`src/rtl/adder_arbiter_pkg.sv`:
```
// Shared types and reset constants for the adder_arbiter front end.
package adder_arbiter_pkg;

   localparam int DATA_W = 32;

   typedef enum logic [1:0] {IDLE, EXEC, RESP} state_e;

   localparam logic [DATA_W-1:0] RSP_RESULT_RST = '0;
   localparam int                RSP_ID_RST     = 0;

   // Pointer resets to the last requester so requester 0 is searched first.
   function automatic int last_rst(input int num_req);
      return num_req - 1;
   endfunction

endpackage

```
`src/rtl/adder_arbiter_rr_picker.sv`:
```
// Combinational round-robin picker: searches last+1, last+2, ... modulo NUM_REQ.
module rr_picker #(
   parameter int NUM_REQ = 3,
   parameter int ID_W    = $clog2(NUM_REQ)
) (
   input  logic [NUM_REQ-1:0] req,
   input  logic [ID_W-1:0]    last,
   output logic [NUM_REQ-1:0] gnt,
   output logic [ID_W-1:0]    win
);

   logic            found;
   logic [ID_W-1:0] idx;

   always_comb begin
      gnt   = '0;
      win   = '0;
      found = 1'b0;
      idx   = '0;
      for (int k = 1; k <= NUM_REQ; k++) begin
         idx = ID_W'((int'(last) + k) % NUM_REQ);
         if (!found && req[idx]) begin
            found    = 1'b1;
            gnt[idx] = 1'b1;
            win      = idx;
         end
      end
   end

endmodule

```
`src/rtl/adder_arbiter.sv`:
```
// Round-robin sequencer for the shared 32-bit adder with a tagged valid/ready result.
// Optional ADDER_ARBITER_SUB_EN adds per-requester req_sub to compute A-B.
module adder_arbiter
   import adder_arbiter_pkg::*;
#(
   parameter int NUM_REQ = 3,
   parameter int ID_W    = $clog2(NUM_REQ)
) (
   input  logic                      clock,
   input  logic                      reset,
   input  logic [NUM_REQ-1:0]        req,
   input  logic [NUM_REQ*DATA_W-1:0] req_a,
   input  logic [NUM_REQ*DATA_W-1:0] req_b,
`ifdef ADDER_ARBITER_SUB_EN
   input  logic [NUM_REQ-1:0]        req_sub,
`endif
   output logic [NUM_REQ-1:0]        gnt,
   output logic [DATA_W-1:0]         add_a,
   output logic [DATA_W-1:0]         add_b,
   input  logic [DATA_W-1:0]         add_sum,
   output logic                      rsp_valid,
   input  logic                      rsp_ready,
   output logic [ID_W-1:0]           rsp_id,
   output logic [DATA_W-1:0]         rsp_result,
   output logic                      busy
);

   state_e              state_q, state_d;
   logic [ID_W-1:0]     last_q, last_d;
   logic [ID_W-1:0]     id_q, id_d;
   logic [DATA_W-1:0]   a_q, a_d, b_q, b_d;
   logic                rsp_valid_q, rsp_valid_d;
   logic [ID_W-1:0]     rsp_id_q, rsp_id_d;
   logic [DATA_W-1:0]   rsp_result_q, rsp_result_d;

   logic                pick_en;
   logic [NUM_REQ-1:0]  pick_gnt;
   logic [ID_W-1:0]     win;
   logic                grant;
   logic [DATA_W-1:0]   b_sel;

   // Grants are only possible from IDLE or on a consumed response.
   assign pick_en = !reset && (state_q == IDLE || (state_q == RESP && rsp_ready));

   rr_picker #(.NUM_REQ(NUM_REQ), .ID_W(ID_W)) u_picker (
      .req  (req & {NUM_REQ{pick_en}}),
      .last (last_q),
      .gnt  (pick_gnt),
      .win  (win)
   );

   assign grant = |pick_gnt;
   assign gnt   = pick_gnt;

   always_comb begin
      b_sel = req_b[int'(win)*DATA_W +: DATA_W];
`ifdef ADDER_ARBITER_SUB_EN
      if (req_sub[win]) b_sel = ~b_sel + DATA_W'(1);
`endif
   end

   always_comb begin
      state_d      = state_q;
      last_d       = last_q;
      id_d         = id_q;
      a_d          = a_q;
      b_d          = b_q;
      rsp_valid_d  = rsp_valid_q;
      rsp_id_d     = rsp_id_q;
      rsp_result_d = rsp_result_q;
      case (state_q)
         IDLE: if (grant) state_d = EXEC;
         EXEC: begin
            rsp_result_d = add_sum;
            rsp_id_d     = id_q;
            rsp_valid_d  = 1'b1;
            state_d      = RESP;
         end
         RESP: if (rsp_ready) begin
            rsp_valid_d = 1'b0;
            state_d     = grant ? EXEC : IDLE;
         end
         default: state_d = IDLE;
      endcase
      if (grant) begin
         last_d = win;
         id_d   = win;
         a_d    = req_a[int'(win)*DATA_W +: DATA_W];
         b_d    = b_sel;
      end
   end

   always_ff @(posedge clock) begin
      if (reset) begin
         state_q      <= IDLE;
         last_q       <= ID_W'(last_rst(NUM_REQ));
         id_q         <= '0;
         a_q          <= '0;
         b_q          <= '0;
         rsp_valid_q  <= 1'b0;
         rsp_id_q     <= ID_W'(RSP_ID_RST);
         rsp_result_q <= RSP_RESULT_RST;
      end else begin
         state_q      <= state_d;
         last_q       <= last_d;
         id_q         <= id_d;
         a_q          <= a_d;
         b_q          <= b_d;
         rsp_valid_q  <= rsp_valid_d;
         rsp_id_q     <= rsp_id_d;
         rsp_result_q <= rsp_result_d;
      end
   end

   assign add_a      = (!reset && state_q == EXEC) ? a_q : '0;
   assign add_b      = (!reset && state_q == EXEC) ? b_q : '0;
   assign busy       = !reset && (state_q != IDLE);
   assign rsp_valid  = rsp_valid_q;
   assign rsp_id     = rsp_id_q;
   assign rsp_result = rsp_result_q;

endmodule

```
`config.mk`:
```
export PLATFORM = sky130hd
export DESIGN_NAME = adder_arbiter
export DESIGN_NICKNAME = d
export VERILOG_FILES = /design/src/rtl/adder_arbiter_pkg.sv /design/src/rtl/adder_arbiter_rr_picker.sv /design/src/rtl/adder_arbiter.sv
export SDC_FILE = /design/constraint.sdc
export NUM_CORES = 1
export LEC_CHECK = 0
export ABC_AREA = 1
export BUFFER_PORTS_ARGS = -buffer_cell sky130_fd_sc_hd__buf_2
export CORE_MARGIN = 1.5
export CORE_UTILIZATION = 42
export DETAILED_ROUTE_END_ITERATION = 8
export GPL_TIMING_DRIVEN = 1
export PLACE_DENSITY = 0.74
export SKIP_LAST_GASP = 1
export SLEW_MARGIN = 20
export SYNTH_ARGS = -nofsm -noshare
export SYNTH_HDL_FRONTEND = slang
export SYNTH_SLANG_ARGS = --single-unit
export TNS_END_PERCENT = 100
```
`constraint.sdc`:
```
create_clock -name clock -period 2.4 [get_ports clock]
set_input_delay 0.48 -clock clock [delete_from_list [all_inputs] [get_ports clock]]
set_output_delay 0.48 -clock clock [all_outputs]
set_load 0.03 [all_outputs]
```
==> impl_metrics.env <==
export IMPL_outcome="finished, final reports clean"
export IMPL_setup_ws_ns=0.01504
export IMPL_yosys_register_bits=104
export IMPL_setup_viol=0
export IMPL_layout_nets=1755
export IMPL_dp_hpwl_um=15960
export IMPL_post_route_period_util=0.9937
export IMPL_vdd_drop_max_uv=1238
export IMPL_antenna_found_initial=0
export IMPL_finalMaxSlewViolations=0
export IMPL_pin_count=333
export IMPL_grt_max_degree=100
export IMPL_final_area_um2=9309
export IMPL_rows=45
export IMPL_most_common_layout_cells="nor2_1 (388), buf_2 (329), nand2_1 (268), nand3_1 (142), inv_1 (137)"
export IMPL_synthToLayoutAreaGrowth_pct=38.96
export IMPL_place_congestion=0.8626
export IMPL_avgSynthCellArea_um2=5.541
export IMPL_synth_area_um2=6699
export IMPL_finalSetupTns_ns=0
export IMPL_ys_seq_area_frac=0.3108
export IMPL_hold_class="in2reg"
export IMPL_finalCriticalPeriod_ns=2.385
export IMPL_ys_warn_count=0
export IMPL_cp_top_family="simple AND/OR/NAND/NOR gates"
export IMPL_gr_usage_all_layers=0.2640
export IMPL_die_h_um=129.3
export IMPL_dr_pass1_iters=6
export IMPL_route_detailed_drc=0
export IMPL_worst_pin_slew_ns=1.019
export IMPL_critPathArrivalTime_ns=1.90
export IMPL_start_kind="flop"
export IMPL_root_buffer="clkbuf_16"
export IMPL_dr_total_vias=8293
export IMPL_worstSetupPathType="reg2out"
export IMPL_ys_types=23
export IMPL_die_w_um=129.3
export IMPL_grt_pass1_wl_um=35280
export IMPL_placed_cell_area_um2=8680
export IMPL_hold_buffers=0
export IMPL_synth_top_flop_cell="dfxtp_1"
export IMPL_synth_nets=1443
export IMPL_max_stage_delay_ns=0.34
export IMPL_final_cell_count_no_fill=1737
export IMPL_rsz0062_at_grt="true"
export IMPL_relSlewSlack=0.3208
export IMPL_ant_nets=0
export IMPL_clkSinkCount=104
export IMPL_clkTransAtPathRegs_ns=0.08
export IMPL_cp_end_kind="output pin"
export IMPL_clockBufferDepth=2
export IMPL_n_antenna_cell=0
export IMPL_cts_buffers=9
export IMPL_wl_um=22930
export IMPL_hold_violations=0
export IMPL_power_density_nw_per_um2=1679
export IMPL_viasPerCell=4.774
export IMPL_cts_htree_levels=3
export IMPL_routedWlPerCell_um=13.20
export IMPL_crit_required_ns=1.92
export IMPL_placeableCoreArea_um2=15370
export IMPL_path_cells="inv_2 -> ha_4 -> buf_8 -> o21ai_2 -> nand2_2 -> nand3_2 -> nand2_2 -> nor2_4 -> inv_2 -> buf_6"
export IMPL_tritoncts="yes"
export IMPL_final_common_cell="nor2_1"
export IMPL_place_ws_ns=-0.05305
export IMPL_dp_cells=1707
export IMPL_clock_latency_ns=0.36
export IMPL_synthArstFlopShare=0
export IMPL_p_leak_nw=5.409
export IMPL_start_util=0.4358
export IMPL_finClkSkew_ns=0.006668
export IMPL_cpMaxStageDelayCell="dfxtp_2"
export IMPL_path_max_fanout=6
export IMPL_overflow=0
export IMPL_die_area_um2=16720
export IMPL_grt_pass1_vias=7460
export IMPL_drtIter0Drc=475
export IMPL_io_buffers=332
export IMPL_cap_violations=0
export IMPL_max_freq_ghz=0.4193
export IMPL_crit_buf_inv=4
export IMPL_hold_ws_ns=0.3354
export IMPL_num_fill_cells=1582
export IMPL_drive_gt1_frac=0.2903
export IMPL_synth_edf_count=0
export IMPL_synthCells=1209
[where the power goes]
group	switching [mW]	internal [mW]	leakage (nW)	total, mW
Combinational	7.28	4.17	4.40	11.4
Clock	0.751	0.739	0.144	1.49
Sequential	0.233	2.46	0.865	2.70
Total	8.26	7.37	5.41	15.6
[kinds of logic after synthesis]
| family | after synthesis | synth area share |
|---|---|---|
| buf+inv | 224 | 0.1440 |
| flops | 104 | 0.3108 |
| compound gates | 45 | 0.03605 |
| simple gates | 832 | 0.5017 |
| fa+ha+maj | 4 | 0.007471 |
[worst paths after layout]
path              slack [ns]        from  cells past startpoint       endpoint
setup / recovery        0.02   last_q[1]                     10         gnt[1]
setup reg to reg        0.04   last_q[1]                     14      last_q[1]
hold / removal          0.34  add_sum[3]                      3  rsp_result[3]
hold reg to reg         0.48   rsp_valid                      2      rsp_valid
[routing by layer]
metal | vias up | wire length [um] | track usage
li1 | 4247 | - | -
met1 | 3675 | 9240 | 0.3065
met2 | 330 | 11340 | 0.4722
met3 | 41 | 1765 | 0.06235
met4 | 0 | 581 | 0.09584
met5 | - | 0 | 0
[layout make-up]
| class | count | area, um^2 | area share |
|---|---|---|---|
| Inverter | 145 | 550.5 | 0.05914 |
| Sequential cell | 104 | 2088 | 0.2243 |
| Clock inverter | 7 | 77.57 | 0.008333 |
| Multi-Input combinational cell | 881 | 3839 | 0.4124 |
| Clock buffer | 9 | 225.2 | 0.02419 |
| Timing Repair Buffer | 380 | 2265 | 0.2433 |
| Tap cell | 211 | 264.0 | 0.02836 |
[Yosys cell counts (9+ instances only)]
master / instances / area share
nand2_1: 279 / 0.16
buf_1: 9 / 0.0050
buf_2: 33 / 0.025
inv_1: 143 / 0.080
nand3_1: 152 / 0.11
dfxtp_1: 104 / 0.31
o21ai_0: 35 / 0.026
clkbuf_1: 19 / 0.011
nor2_1: 389 / 0.22
buf_4: 14 / 0.016
[tightest hold or removal path: stages]
cell and delay (ns):
buf_2 0.07, nor2_1 0.03, nor2_1 0.08
[metrics by stage]
stage / util / total power, mW
floorplan: - / 10.63
global placement: 0.5647 / 13.32
detailed placement: 0.5647 / 13.44
CTS: 0.5935 / 15.19
global route: 0.6056 / 17.19
finish: 0.6056 / 15.63
[registers in the layout, indices dropped and copies added, names as in the netlist]
register and count:
state_q 2, last_q 2, rsp_valid 1, b_q 32, rsp_id 2, rsp_result 32
id_q 1, a_q 32
[what timing repair did]
item                                    in CTS  in global routing
gates cloned                                 0                  1
buffers inserted                             6                  7
endpoints found under the hold margin        0                  0
endpoints found under the setup margin       3                 63
pin swaps                                    5                 12
resized for setup                           25                 26
No activity file was read; power rests on OpenSTA's default activity.
